File: src/rtl/dma_sector_pkg.sv
// rtl/dma_sector_pkg.sv - shared states, sizes and helpers for the DMA sector slave
package dma_sector_pkg;

    localparam int         WORDS            = 128;
    localparam logic [6:0] LAST_WORD        = 7'd127;
    localparam int         READ_LATENCY_MIN = 1;
    localparam int         READ_LATENCY_MAX = 4;

    typedef enum logic [1:0] {
        IDLE     = 2'd0,
        AV_READ  = 2'd1,
        AV_WRITE = 2'd2,
        CORE     = 2'd3
    } state_e;

    function automatic logic [3:0] lane_mask(input logic [1:0] lane);
        return 4'b0001 << lane;
    endfunction

endpackage

File: src/rtl/dma_sector_slave_if.sv
// rtl/dma_sector_slave_if.sv - Avalon-MM slave port, local byte port and sector done strobes
interface dma_sector_slave_if;

    logic [31:0] mem_address;
    logic        mem_read;
    logic        mem_write;
    logic [31:0] mem_writedata;
    logic [3:0]  mem_byteenable;
    logic        mem_waitrequest;
    logic [31:0] mem_readdata;
    logic        mem_readdatavalid;
    logic        core_req;
    logic        core_we;
    logic [8:0]  core_addr;
    logic [7:0]  core_wdata;
    logic [7:0]  core_rdata;
    logic        core_ack;
    logic        sector_wr_done;
    logic        sector_rd_done;

    modport slave (
        input  mem_address, mem_read, mem_write, mem_writedata, mem_byteenable,
        input  core_req, core_we, core_addr, core_wdata,
        output mem_waitrequest, mem_readdata, mem_readdatavalid,
        output core_rdata, core_ack, sector_wr_done, sector_rd_done
    );

    modport master (
        output mem_address, mem_read, mem_write, mem_writedata, mem_byteenable,
        output core_req, core_we, core_addr, core_wdata,
        input  mem_waitrequest, mem_readdata, mem_readdatavalid,
        input  core_rdata, core_ack, sector_wr_done, sector_rd_done
    );

endinterface

File: src/rtl/sector_ram.sv
// rtl/sector_ram.sv - single-port 128x32 buffer, byte-lane write, registered read
module sector_ram
    import dma_sector_pkg::*;
(
    input  logic        clk,
    input  logic        en,
    input  logic [3:0]  we,
    input  logic [6:0]  addr,
    input  logic [31:0] wdata,
    output logic [31:0] rdata
);

    logic [31:0] mem [WORDS];
    logic [31:0] rdata_q;

    // Contents and read register are deliberately left unreset.
    always_ff @(posedge clk) begin
        if (en) begin
            for (int k = 0; k < 4; k++) begin
                if (we[k]) begin
                    mem[addr][8*k +: 8] <= wdata[8*k +: 8];
                end
            end
            if (we == 4'b0000) begin
                rdata_q <= mem[addr];
            end
        end
    end

    assign rdata = rdata_q;

endmodule

File: src/rtl/dma_sector_slave.sv
// rtl/dma_sector_slave.sv - 512-byte sector buffer shared by an Avalon-MM slave and a local byte port
module dma_sector_slave
    import dma_sector_pkg::*;
#(
    parameter int READ_LATENCY = 2
)(
    input  logic              clk_sys,
    input  logic              reset,
    dma_sector_slave_if.slave bus
);

    localparam int LAT = (READ_LATENCY < READ_LATENCY_MIN) ? READ_LATENCY_MIN :
                         (READ_LATENCY > READ_LATENCY_MAX) ? READ_LATENCY_MAX : READ_LATENCY;
    localparam logic [1:0] CNT_INIT = 2'(LAT - 1);

    state_e      state_q, state_d;
    logic [1:0]  cnt_q, cnt_d;
    logic [6:0]  rd_idx_q, rd_idx_d;
    logic        waitreq_q, waitreq_d;
    logic        rdv_q, rdv_d;
    logic [31:0] readdata_q, readdata_d;
    logic        core_ack_q, core_ack_d;
    logic [7:0]  core_rdata_q, core_rdata_d;
    logic        wr_done_q, wr_done_d;
    logic        rd_done_q, rd_done_d;

    logic        ram_en;
    logic [3:0]  ram_we;
    logic [6:0]  ram_addr;
    logic [31:0] ram_wdata;
    logic [31:0] ram_rdata;
    logic [6:0]  av_idx;
    logic        unused_addr_bits;

    assign av_idx           = bus.mem_address[8:2];
    assign unused_addr_bits = ^{bus.mem_address[31:9], bus.mem_address[1:0]};

    sector_ram u_ram (
        .clk   (clk_sys),
        .en    (ram_en),
        .we    (ram_we),
        .addr  (ram_addr),
        .wdata (ram_wdata),
        .rdata (ram_rdata)
    );

    always_comb begin
        state_d      = state_q;
        cnt_d        = cnt_q;
        rd_idx_d     = rd_idx_q;
        rdv_d        = 1'b0;
        readdata_d   = readdata_q;
        core_ack_d   = 1'b0;
        core_rdata_d = core_rdata_q;
        wr_done_d    = 1'b0;
        rd_done_d    = 1'b0;
        ram_en       = 1'b0;
        ram_we       = 4'b0000;
        ram_addr     = av_idx;
        ram_wdata    = bus.mem_writedata;

        case (state_q)
            IDLE: begin
                // Avalon wins; a read beats a simultaneous write, which is dropped.
                if (!waitreq_q && bus.mem_read) begin
                    state_d  = AV_READ;
                    cnt_d    = CNT_INIT;
                    rd_idx_d = av_idx;
                    ram_en   = 1'b1;
                end else if (!waitreq_q && bus.mem_write) begin
                    state_d   = AV_WRITE;
                    ram_en    = 1'b1;
                    ram_we    = bus.mem_byteenable;
                    wr_done_d = (av_idx == LAST_WORD);
                end else if (!waitreq_q && bus.core_req && !core_ack_q) begin
                    // Prefetch the word so the byte is ready when CORE completes.
                    state_d  = CORE;
                    ram_en   = 1'b1;
                    ram_addr = bus.core_addr[8:2];
                end
            end
            AV_READ: begin
                if (cnt_q == 2'd0) begin
                    state_d    = IDLE;
                    rdv_d      = 1'b1;
                    readdata_d = ram_rdata;
                    rd_done_d  = (rd_idx_q == LAST_WORD);
                end else begin
                    cnt_d = cnt_q - 2'd1;
                end
            end
            AV_WRITE: begin
                state_d = IDLE;
            end
            CORE: begin
                state_d    = IDLE;
                core_ack_d = 1'b1;
                ram_addr   = bus.core_addr[8:2];
                if (bus.core_we) begin
                    ram_en    = 1'b1;
                    ram_we    = lane_mask(bus.core_addr[1:0]);
                    ram_wdata = {4{bus.core_wdata}};
                end else begin
                    case (bus.core_addr[1:0])
                        2'd0:    core_rdata_d = ram_rdata[7:0];
                        2'd1:    core_rdata_d = ram_rdata[15:8];
                        2'd2:    core_rdata_d = ram_rdata[23:16];
                        default: core_rdata_d = ram_rdata[31:24];
                    endcase
                end
            end
            default: begin
                state_d = IDLE;
            end
        endcase

        waitreq_d = (state_d != IDLE);
    end

    always_ff @(posedge clk_sys or posedge reset) begin
        if (reset) begin
            state_q      <= IDLE;
            cnt_q        <= 2'd0;
            rd_idx_q     <= 7'd0;
            waitreq_q    <= 1'b1;
            rdv_q        <= 1'b0;
            readdata_q   <= 32'd0;
            core_ack_q   <= 1'b0;
            core_rdata_q <= 8'd0;
            wr_done_q    <= 1'b0;
            rd_done_q    <= 1'b0;
        end else begin
            state_q      <= state_d;
            cnt_q        <= cnt_d;
            rd_idx_q     <= rd_idx_d;
            waitreq_q    <= waitreq_d;
            rdv_q        <= rdv_d;
            readdata_q   <= readdata_d;
            core_ack_q   <= core_ack_d;
            core_rdata_q <= core_rdata_d;
            wr_done_q    <= wr_done_d;
            rd_done_q    <= rd_done_d;
        end
    end

    assign bus.mem_waitrequest   = waitreq_q;
    assign bus.mem_readdata      = readdata_q;
    assign bus.mem_readdatavalid = rdv_q;
    assign bus.core_rdata        = core_rdata_q;
    assign bus.core_ack          = core_ack_q;
    assign bus.sector_wr_done    = wr_done_q;
    assign bus.sector_rd_done    = rd_done_q;

endmodule

File: src/flat_wrapper.sv
// flat-port wrapper written by rule: the top's interface ports become plain ports
module dma_sector_slave_flat import dma_sector_pkg::*;
#(
    parameter int READ_LATENCY = 2
)
  (clk_sys, reset, bus_mem_address, bus_mem_read, bus_mem_write, bus_mem_writedata, bus_mem_byteenable, bus_core_req, bus_core_we, bus_core_addr, bus_core_wdata, bus_mem_waitrequest, bus_mem_readdata, bus_mem_readdatavalid, bus_core_rdata, bus_core_ack, bus_sector_wr_done, bus_sector_rd_done);
  dma_sector_slave_if bus_i ();
  input  logic clk_sys;
  input  logic reset;
  input wire logic [$bits(bus_i.mem_address)-1:0] bus_mem_address;
  input wire logic [$bits(bus_i.mem_read)-1:0] bus_mem_read;
  input wire logic [$bits(bus_i.mem_write)-1:0] bus_mem_write;
  input wire logic [$bits(bus_i.mem_writedata)-1:0] bus_mem_writedata;
  input wire logic [$bits(bus_i.mem_byteenable)-1:0] bus_mem_byteenable;
  input wire logic [$bits(bus_i.core_req)-1:0] bus_core_req;
  input wire logic [$bits(bus_i.core_we)-1:0] bus_core_we;
  input wire logic [$bits(bus_i.core_addr)-1:0] bus_core_addr;
  input wire logic [$bits(bus_i.core_wdata)-1:0] bus_core_wdata;
  output wire logic [$bits(bus_i.mem_waitrequest)-1:0] bus_mem_waitrequest;
  output wire logic [$bits(bus_i.mem_readdata)-1:0] bus_mem_readdata;
  output wire logic [$bits(bus_i.mem_readdatavalid)-1:0] bus_mem_readdatavalid;
  output wire logic [$bits(bus_i.core_rdata)-1:0] bus_core_rdata;
  output wire logic [$bits(bus_i.core_ack)-1:0] bus_core_ack;
  output wire logic [$bits(bus_i.sector_wr_done)-1:0] bus_sector_wr_done;
  output wire logic [$bits(bus_i.sector_rd_done)-1:0] bus_sector_rd_done;
  assign bus_i.mem_address = bus_mem_address;
  assign bus_i.mem_read = bus_mem_read;
  assign bus_i.mem_write = bus_mem_write;
  assign bus_i.mem_writedata = bus_mem_writedata;
  assign bus_i.mem_byteenable = bus_mem_byteenable;
  assign bus_i.core_req = bus_core_req;
  assign bus_i.core_we = bus_core_we;
  assign bus_i.core_addr = bus_core_addr;
  assign bus_i.core_wdata = bus_core_wdata;
  assign bus_mem_waitrequest = bus_i.mem_waitrequest;
  assign bus_mem_readdata = bus_i.mem_readdata;
  assign bus_mem_readdatavalid = bus_i.mem_readdatavalid;
  assign bus_core_rdata = bus_i.core_rdata;
  assign bus_core_ack = bus_i.core_ack;
  assign bus_sector_wr_done = bus_i.sector_wr_done;
  assign bus_sector_rd_done = bus_i.sector_rd_done;
  dma_sector_slave #(.READ_LATENCY(READ_LATENCY)) u_core (.clk_sys(clk_sys), .reset(reset), .bus(bus_i));
endmodule
File: config.mk
export PLATFORM = sky130hd
export DESIGN_NAME = dma_sector_slave_flat
export DESIGN_NICKNAME = d
export VERILOG_FILES = /design/src/rtl/dma_sector_pkg.sv /design/src/rtl/dma_sector_slave_if.sv /design/src/rtl/sector_ram.sv /design/src/rtl/dma_sector_slave.sv /design/src/flat_wrapper.sv
export SDC_FILE = /design/constraint.sdc
export NUM_CORES = 2
export LEC_CHECK = 0
export CORE_AREA = 2 2 587 589
export DETAILED_ROUTE_END_ITERATION = 12
export DIE_AREA = 0 0 589 591
export SYNTH_ARGS = -nofsm -noshare
export SYNTH_HDL_FRONTEND = slang
export SYNTH_SLANG_ARGS = --single-unit
File: constraint.sdc
create_clock -name clk_sys -period 4.1 [get_ports clk_sys]
set_input_delay 0.82 -clock clk_sys [delete_from_list [all_inputs] [get_ports clk_sys]]
set_output_delay 0.82 -clock clk_sys [all_outputs]
set_load 0.005 [all_outputs]
=== Word-level counts from Yosys, hierarchy flattened ===
Memories as Yosys holds them, arrays and structs flattened. A register that Yosys moved wholly into a read port is not among the register bits.
Cells that the tools add are included.

* Output and inout port bits: 45
* Memories: 1
* Bits in writable memories: 4096
* Bits of input ports: 91
* Logic and storage cells: 85
* Flip-flop bits (word level): 56

* Bitwise gates (word level): 1
* Mux-type cells: 44
* Eq/ne operators: 9
* Reduce and logical (&&, ||, !) cells: 18
* $add $sub $neg: 1
* Shift-type cells: 1

{| class="wikitable"
|+ Memory list
! memory !! words !! width !! rd ports !! clocked after memory_dff !! wr ports !! line !! RTL
|-
| u_core.u_ram.mem || 128 || 32 || 1 || 1 || 1 || sector_ram.sv:13 || <nowiki>logic [31:0] mem [WORDS];</nowiki>
|}

{| class="wikitable"
|+ Operators with widths
! cell !! number
|-
| 32-bit two-way mux || 2
|-
| 1-bit two-way mux || 24
|-
| 8-bit case mux with 3 select lines || 1
|-
| 7-bit two-way mux || 3
|-
| 7-bit == test (second input constant) || 2
|-
| 7-bit case mux with 2 select lines || 1
|-
| 2-bit two-way mux || 6
|-
| 4-bit two-way mux || 3
|-
| 4-bit case mux with 2 select lines || 1
|-
| 2-bit AND reduction || 4
|-
| 2-bit == test (second input constant) || 3
|-
| 2-bit zero test || 3
|-
| 2-bit case mux with 3 select lines || 1
|-
| 2-bit by 1-bit == test with 1-bit output (second input constant) || 2
|-
| 1-bit logical AND || 4
|-
| 4-bit zero test || 1
|-
| 2-bit case mux with 2 select lines || 1
|-
| 2-bit nonzero test || 2
|-
| 1-bit by 2-bit << shifter with 4-bit output (first input constant) || 1
|-
| 3-bit AND reduction || 1
|-
| 1-bit zero test || 2
|-
| 2-bit by 1-bit inequality test with 1-bit output (second input constant) || 1
|-
| 2-bit inequality test (second input constant) || 1
|-
| 1-bit case mux with 2 select lines || 1
|-
| other kinds (3) || 3
|}

=== Logic depth before layout (Yosys ltp) ===
* Depth in word-level cells: 9
* Depth in mapped cells: 17
* Depth with buffers taken out: 11

=== Cells and area by module ===
Synthesis repeated with hierarchy kept, for this count alone.

* Cell total of the unflattened synthesis: 9839
* Area total of the unflattened synthesis: 162890.0 µm²

{| class="wikitable"
|+ By module, submodules not included
! module !! area an instance (µm²) !! seq. area each (µm²) !! times used !! cells an instance
|-
| sector_ram || 159824.5 || 123958.9 || 1 || 9580
|-
| dma_sector_slave || 3065.4 || 1402.6 || 1 || 259
|}

=== Worst setup path after synthesis ===
No wires, ideal clock.

* Path type: register -> register
* Start point: reg u_core.state_q[0]
* End point: mem u_core.u_ram.mem[103][10], enable pin
* Clock period less this slack: 3.767 ns
* Path slack: 0.333 ns
* Data arrival time: 3.397 ns
* Cell stages (with the launch flop): 17
* Buffers on the path: 8
* Required time: 3.730 ns
* Setup time: 0.370 ns
* Path through: dfrtp_1 -> inv_1 -> ha_1 -> buf_2 -> and4bb_4 -> a311oi_2 -> and2_1 -> buf_2 -> buf_6 -> buf_4 -> buf_2 -> clkbuf_1 -> nor2_1 -> buf_2 -> nand2_1 -> buf_2 -> nor2_1

* Longest elaborated chain between the ends: 5
* Elaborated cells on any way between the ends: 8
* Classes of those cells: eq/ne: 1; mux: 6; reduce/logical: 1

{| class="wikitable"
|+ RTL lines
! item !! line !! RTL
|-
| start: declaration || dma_sector_slave.sv:16 || <nowiki>state_e state_q, state_d;</nowiki>
|-
| start signal: assignment || dma_sector_slave.sv:133 || <nowiki>state_q <= state_d;</nowiki>
|-
| 2-bit == test or 2-bit zero test (tied branches) || dma_sector_slave.sv:62 || <nowiki>case (state_q)</nowiki>
|-
| 4-bit case mux with 2 select lines || dma_sector_slave.sv:62 ||
|-
| 1-bit two-way mux || sector_ram.sv:20 || <nowiki>if (we[k]) begin</nowiki>
|-
| 1-bit two-way mux || sector_ram.sv:18 || <nowiki>if (en) begin</nowiki>
|-
| 1-bit two-way mux (implied by the code) || sector_ram.sv:21 || <nowiki>mem[addr][8*k +: 8] <= wdata[8*k +: 8];</nowiki>
|-
| end: declaration || sector_ram.sv:13 ||
|}

Parallel ways exist; a longest one is shown, timed or not.

=== Worst setup path in the final report ===
* Start point: reg u_core.state_q[1]
* End point: reg u_core.u_ram.rdata_q[16], in the netlist u_core.u_ram.rdata[16], read port of u_core.u_ram.mem, data pin

* Longest elaborated chain between the ends: 4
* Elaborated cells on any way between the ends: 7
* Classes of those cells: eq/ne: 1; mux: 3; reduce/logical: 3

{| class="wikitable"
|+ RTL lines
! item !! line !! RTL
|-
| 2-bit == test or 2-bit zero test (tied branches) || dma_sector_slave.sv:62 ||
|-
| 4-bit case mux with 2 select lines || dma_sector_slave.sv:62 ||
|-
| 4-bit zero test || sector_ram.sv:24 || <nowiki>if (we == 4'b0000) begin</nowiki>
|-
| 2-bit AND reduction (no line) || n/a ||
|-
| end: declaration || sector_ram.sv:14 || <nowiki>logic [31:0] rdata_q;</nowiki>
|}

Parallel ways exist; a longest one is shown, timed or not.
A chain may end at the register's enable or synchronous reset.

==> results by stage <==
Status:
- The flow ran to the end, but the final reports show violations.
- The final reports fail on setup timing.

Critical path:
- In this run the critical register-to-register path is launched from u_core.state_q[1].
- The worst-path cell with the longest stage delay is a221oi_1.
- The number of buffer and inverter stages on the critical path is 7.
- The kind of cell adding the most delay to the critical path is compound AO/OA/AOI/OAI gates.
- The critical path endpoint category is a register.
- The worst-path maximum fanout is 18.
- The required time of the worst setup path is between 4000 and 5000 ps.
- STA classifies the critical path startpoint as a register.
- Traced cell by cell, the critical path runs through inv_2, ha_4, buf_6, buf_8, buf_4, a221oi_1, nand3_4, buf_12, buf_4, buf_4, a221oi_1, nor2_1, a41oi_2, or3_1.
- The arrival time of the worst setup path is roughly 5000 ps.
- The beginning of the critical path is u_core.state_q[1].
- The critical path is of the reg2reg type.
- The most prevalent standard cell on the critical path is buf_4.
- The largest single stage delay on the critical path is ~780 ps.

Placed design:
- The number of I/O port buffers is 110.
- The total half-perimeter wirelength after legalization and detailed placement is about 310000 µm.
- Before CTS, the worst setup slack after placement is -1150 ps.
- At the end of routability-driven placement, the weighted congestion stood at just under 0.9.
- The placed instance area is approximately 0.18 mm².

Flow run:
- The number of maximum-capacitance constraint violations is 0.

Pwr:
- Of the total power, the share spent switching nets is 0.372.
- IR analysis of the VDD net gives a maximum drop of slightly below 0.0007 V.
- For this design the ratio of total power to cell area is roughly 750 mW/mm².
- The internal power of the cells totals between 90 and 100 mW.
- The sequential fraction of design power is 0.343.
- The post-layout total power is 146 mW.
- Of the total power, combinational logic draws 0.391.
- The static power due to leakage is 63.8 nW.
- The part of the power in the clock network is 0.267.
- The net load switching power is approximately 54 mW.

Layout:
- Of the cells placed in the final design, the portion with a size suffix greater than 1 is 0.178.
- The library cells used most frequently in the layout, excluding fill and tap cells, are edfxtp_1, nand2_1, a21oi_1.
- Summing all flip-flop and latch instances after layout gives around 0.13 mm².
- The number of fillers in the final layout is approximately 26000.
- The finished cells cover 0.195 mm².
- The most frequent standard cell in the layout excluding fill and tap cells is edfxtp_1.
- The area growth from synthesis to final layout is 19.4%.
- In the final layout, the multi-input gates occupy approximately 0.037 mm².
- The net count reported at finish is between 10000 and 15000.
- The final standard cell utilization of the core is 0.571.

Yosys:
- In this run, synthesis inferred 4128 flip-flops with an integrated enable.
- The portion of the post-synthesis area used by sequential elements is 0.766.
- The post-synthesis net count is roughly 12000.
- The prevailing post-synth register cell is edfxtp_1.
- Of all flip-flops after synthesis, the portion carrying an async set or reset was 0.0134.
- The average instance in the mapped netlist occupies 14.1 µm².
- Counting flops and latches in the post-synthesis netlist gives 4184.
- The count of different cell masters after synthesis is between 60 and 70.
- The synthesized netlist occupies a cell area of approximately 0.16 mm².
- The number of warning messages in the yosys log is 0.
- Synthesis produced a netlist whose cell count is 11600.

Timing:
- Setup repair after global routing could not meet its margin everywhere.
- The count of final hold-check violations was 0.
- The final number of setup-violating endpoints is 4.
- The ratio of final minimum period to clock period is 1.02.
- The maximum clock frequency is ~240 MHz.
- The worst path in the final design needs a cycle of ~4200 ps, including I/O delays and setup.
- The relative slew slack is 0.284.
- The final count of pins violating max slew is 0.
- The worst-case setup margin in the final layout is -75.2 ps.
- For the pin with the worst max-slew slack, the measured transition is around 1100 ps.
- The largest clock skew in the final design is 56.4 ps.

Die:
- The die area is 0.348 mm².
- The core region is 0.342 mm².
- The number of placement rows is approximately 220.
- The die height is around 590 µm.
- The die width is between 500 and 600 µm.
- The number of top-level pins is about 140.
- The initial utilization of the core area, before any placement, comes to 0.479.

CTS:
- The clock tree from TritonCTS is yes.
- The clock buffer count from CTS is roughly 420.
- The tree is rooted in a clkbuf_16.
- After clock tree synthesis, the clock-pin slew on the worst setup and hold paths is about 70 ps.
- The longest clock path from root to sink contains 4 buffers.
- CTS saw between 4000 and 5000 sinks.
- The number of hold-repair buffers added at the cts stage is 0.
- For the worst-skew pair, the clock arrives at the later sink with an insertion delay of between 900 and 1000 ps.
- In this run the number of H-tree levels came out at 5.

Global route:
- The global routing stage identified its most utilized layer as met2.
- The met2 track utilization from global routing is 0.421.
- Entering global routing, the biggest net connects about 130 pins.
- The residual overflow from global routing is 0.
- The number of antenna violations at the first check in global routing is 25.
- The total routing usage reported by global routing is 0.275.
- For met1 alone, demand over resource in global routing was 0.404.
- The first global-routing pass estimated roughly 710000 µm of wire.
- The via count of the first global-routing pass is roughly 100k.
- For this run, global-route usage on met3 was measured as 0.0515.

Drt:
- After detailed routing, the number of remaining DRC violations is 0.
- The count of TritonRoute iterations in the first routing pass is 7.
- The routed wire length per instance is just under 30 µm.
- The detail-routed via count per cell is about 6.3.
- The number of DRC markers in iteration 0 is about 15000.
- The final layout contains routed wiring with a total length of between 500000 and 600000 µm.
- The overall via count from detail_route is between 100k and 150k.
- The remaining antenna violation count after routing is 0.

Min path:
- The classification of the worst-slack hold path is in2async.
==> state kept, by name (all words and copies together) (netlist names), 2 cells and up <==
signal / flops
u_core.bus.core_rdata: 8
u_core.cnt_q: 2
u_core.rd_idx_q: 7
u_core.bus.mem_readdata: 32
u_core.u_ram.mem: 4096
u_core.u_ram.rdata: 32
u_core.state_q: 2
==> through the flow <==
stage          setup TNS [ps]  instances  hold WS, ps
2_1_floorplan               0      11600          477
3_3_place_gp         -1960120      16300          489
3_5_place_dp         -2079720      16300          497
4_1_cts                  -139      17200          295
5_1_grt                  -919      17200          289
6_report                 -175      17200          334
==> metal layers <==
metal,part of all wire,wire length (µm)
met3,0.11,55800
met1,0.41,204000
met4,0.030,15100
met2,0.45,226000
met5,0.00014,71
==> synthesized netlist by cell type, types with 31 or more instances <==
| master | n | area share |
|---|---|---|
| a21o_1 | 33 | 0.0015 |
| a21oi_1 | 2028 | 0.062 |
| a221o_1 | 66 | 0.0040 |
| a221oi_1 | 946 | 0.051 |
| a41oi_1 | 31 | 0.0017 |
| buf_1 | 89 | 0.0020 |
| buf_2 | 184 | 0.0056 |
| clkbuf_1 | 627 | 0.014 |
| dfrtp_1 | 55 | 0.0084 |
| edfxtp_1 | 4128 | 0.76 |
| mux2_2 | 48 | 0.0033 |
| nand2_1 | 2158 | 0.050 |
| nand3_1 | 53 | 0.0016 |
| nor2_1 | 661 | 0.015 |
| nor4_1 | 33 | 0.0013 |
| o2111ai_1 | 31 | 0.0017 |
| o21ai_0 | 128 | 0.0039 |
| o41ai_1 | 38 | 0.0020 |
| or3_1 | 32 | 0.0012 |
| or4_1 | 34 | 0.0016 |
==> final cells by class <==
type                    count  area share
flip-flops and latches   4184       0.642
multi-input cells        6477       0.189
repair buffers           1207      0.0692
inverters                   8    0.000160
clock inverters           275      0.0148
well taps                4557      0.0292
clock buffers             499      0.0561
diodes                     13    0.000166
==> power by group through the flow <==
stage,Clock [mW],Combinational (mW),Sequential [mW]
after CTS,39.1,53.2,49.9
after global routing,40.8,60.2,49.9
after detailed placement,0,51.2,50.8
after floorplan,0,27.4,50.1
after global placement,0,50.3,50.8
final,38.8,56.9,50.0
==> cell families after synthesis <==
kind of cell,share of synthesized area
adder cells (fa/ha/maj),0.000306
buffers and inverters,0.0230
AND/OR/NAND/NOR,0.0733
AO/OA/AOI/OAI,0.132
multiplexers,0.00532
flip-flops,0.766
==> final timing paths <==
check                                               to  slack [ps]  depth (start not counted)
max in group asynchronous  u_core.bus.mem_readdata[30]        2970                          3
min reg2reg                         u_core.rd_idx_q[3]         510                          1
min in group clk_sys                u_core.rd_idx_q[3]         510                          1
max                             u_core.u_ram.rdata[16]         -80                         14
min                         u_core.bus.mem_readdata[0]         330                          2
max reg2reg                     u_core.u_ram.rdata[16]         -80                         14
==> repair_timing <==
| action | 4_1_cts | 5_1_grt |
|---|---|---|
| resized for setup | 138 | 358 |
| setup buffers | 37 | 26 |
| pin swaps | 28 | 73 |
| endpoints found under the setup margin | 146 | 898 |
| hold endpoints to repair | 0 | 0 |
| gates cloned | 7 | 23 |
Note: power is estimated with default switching activity, not from simulation.
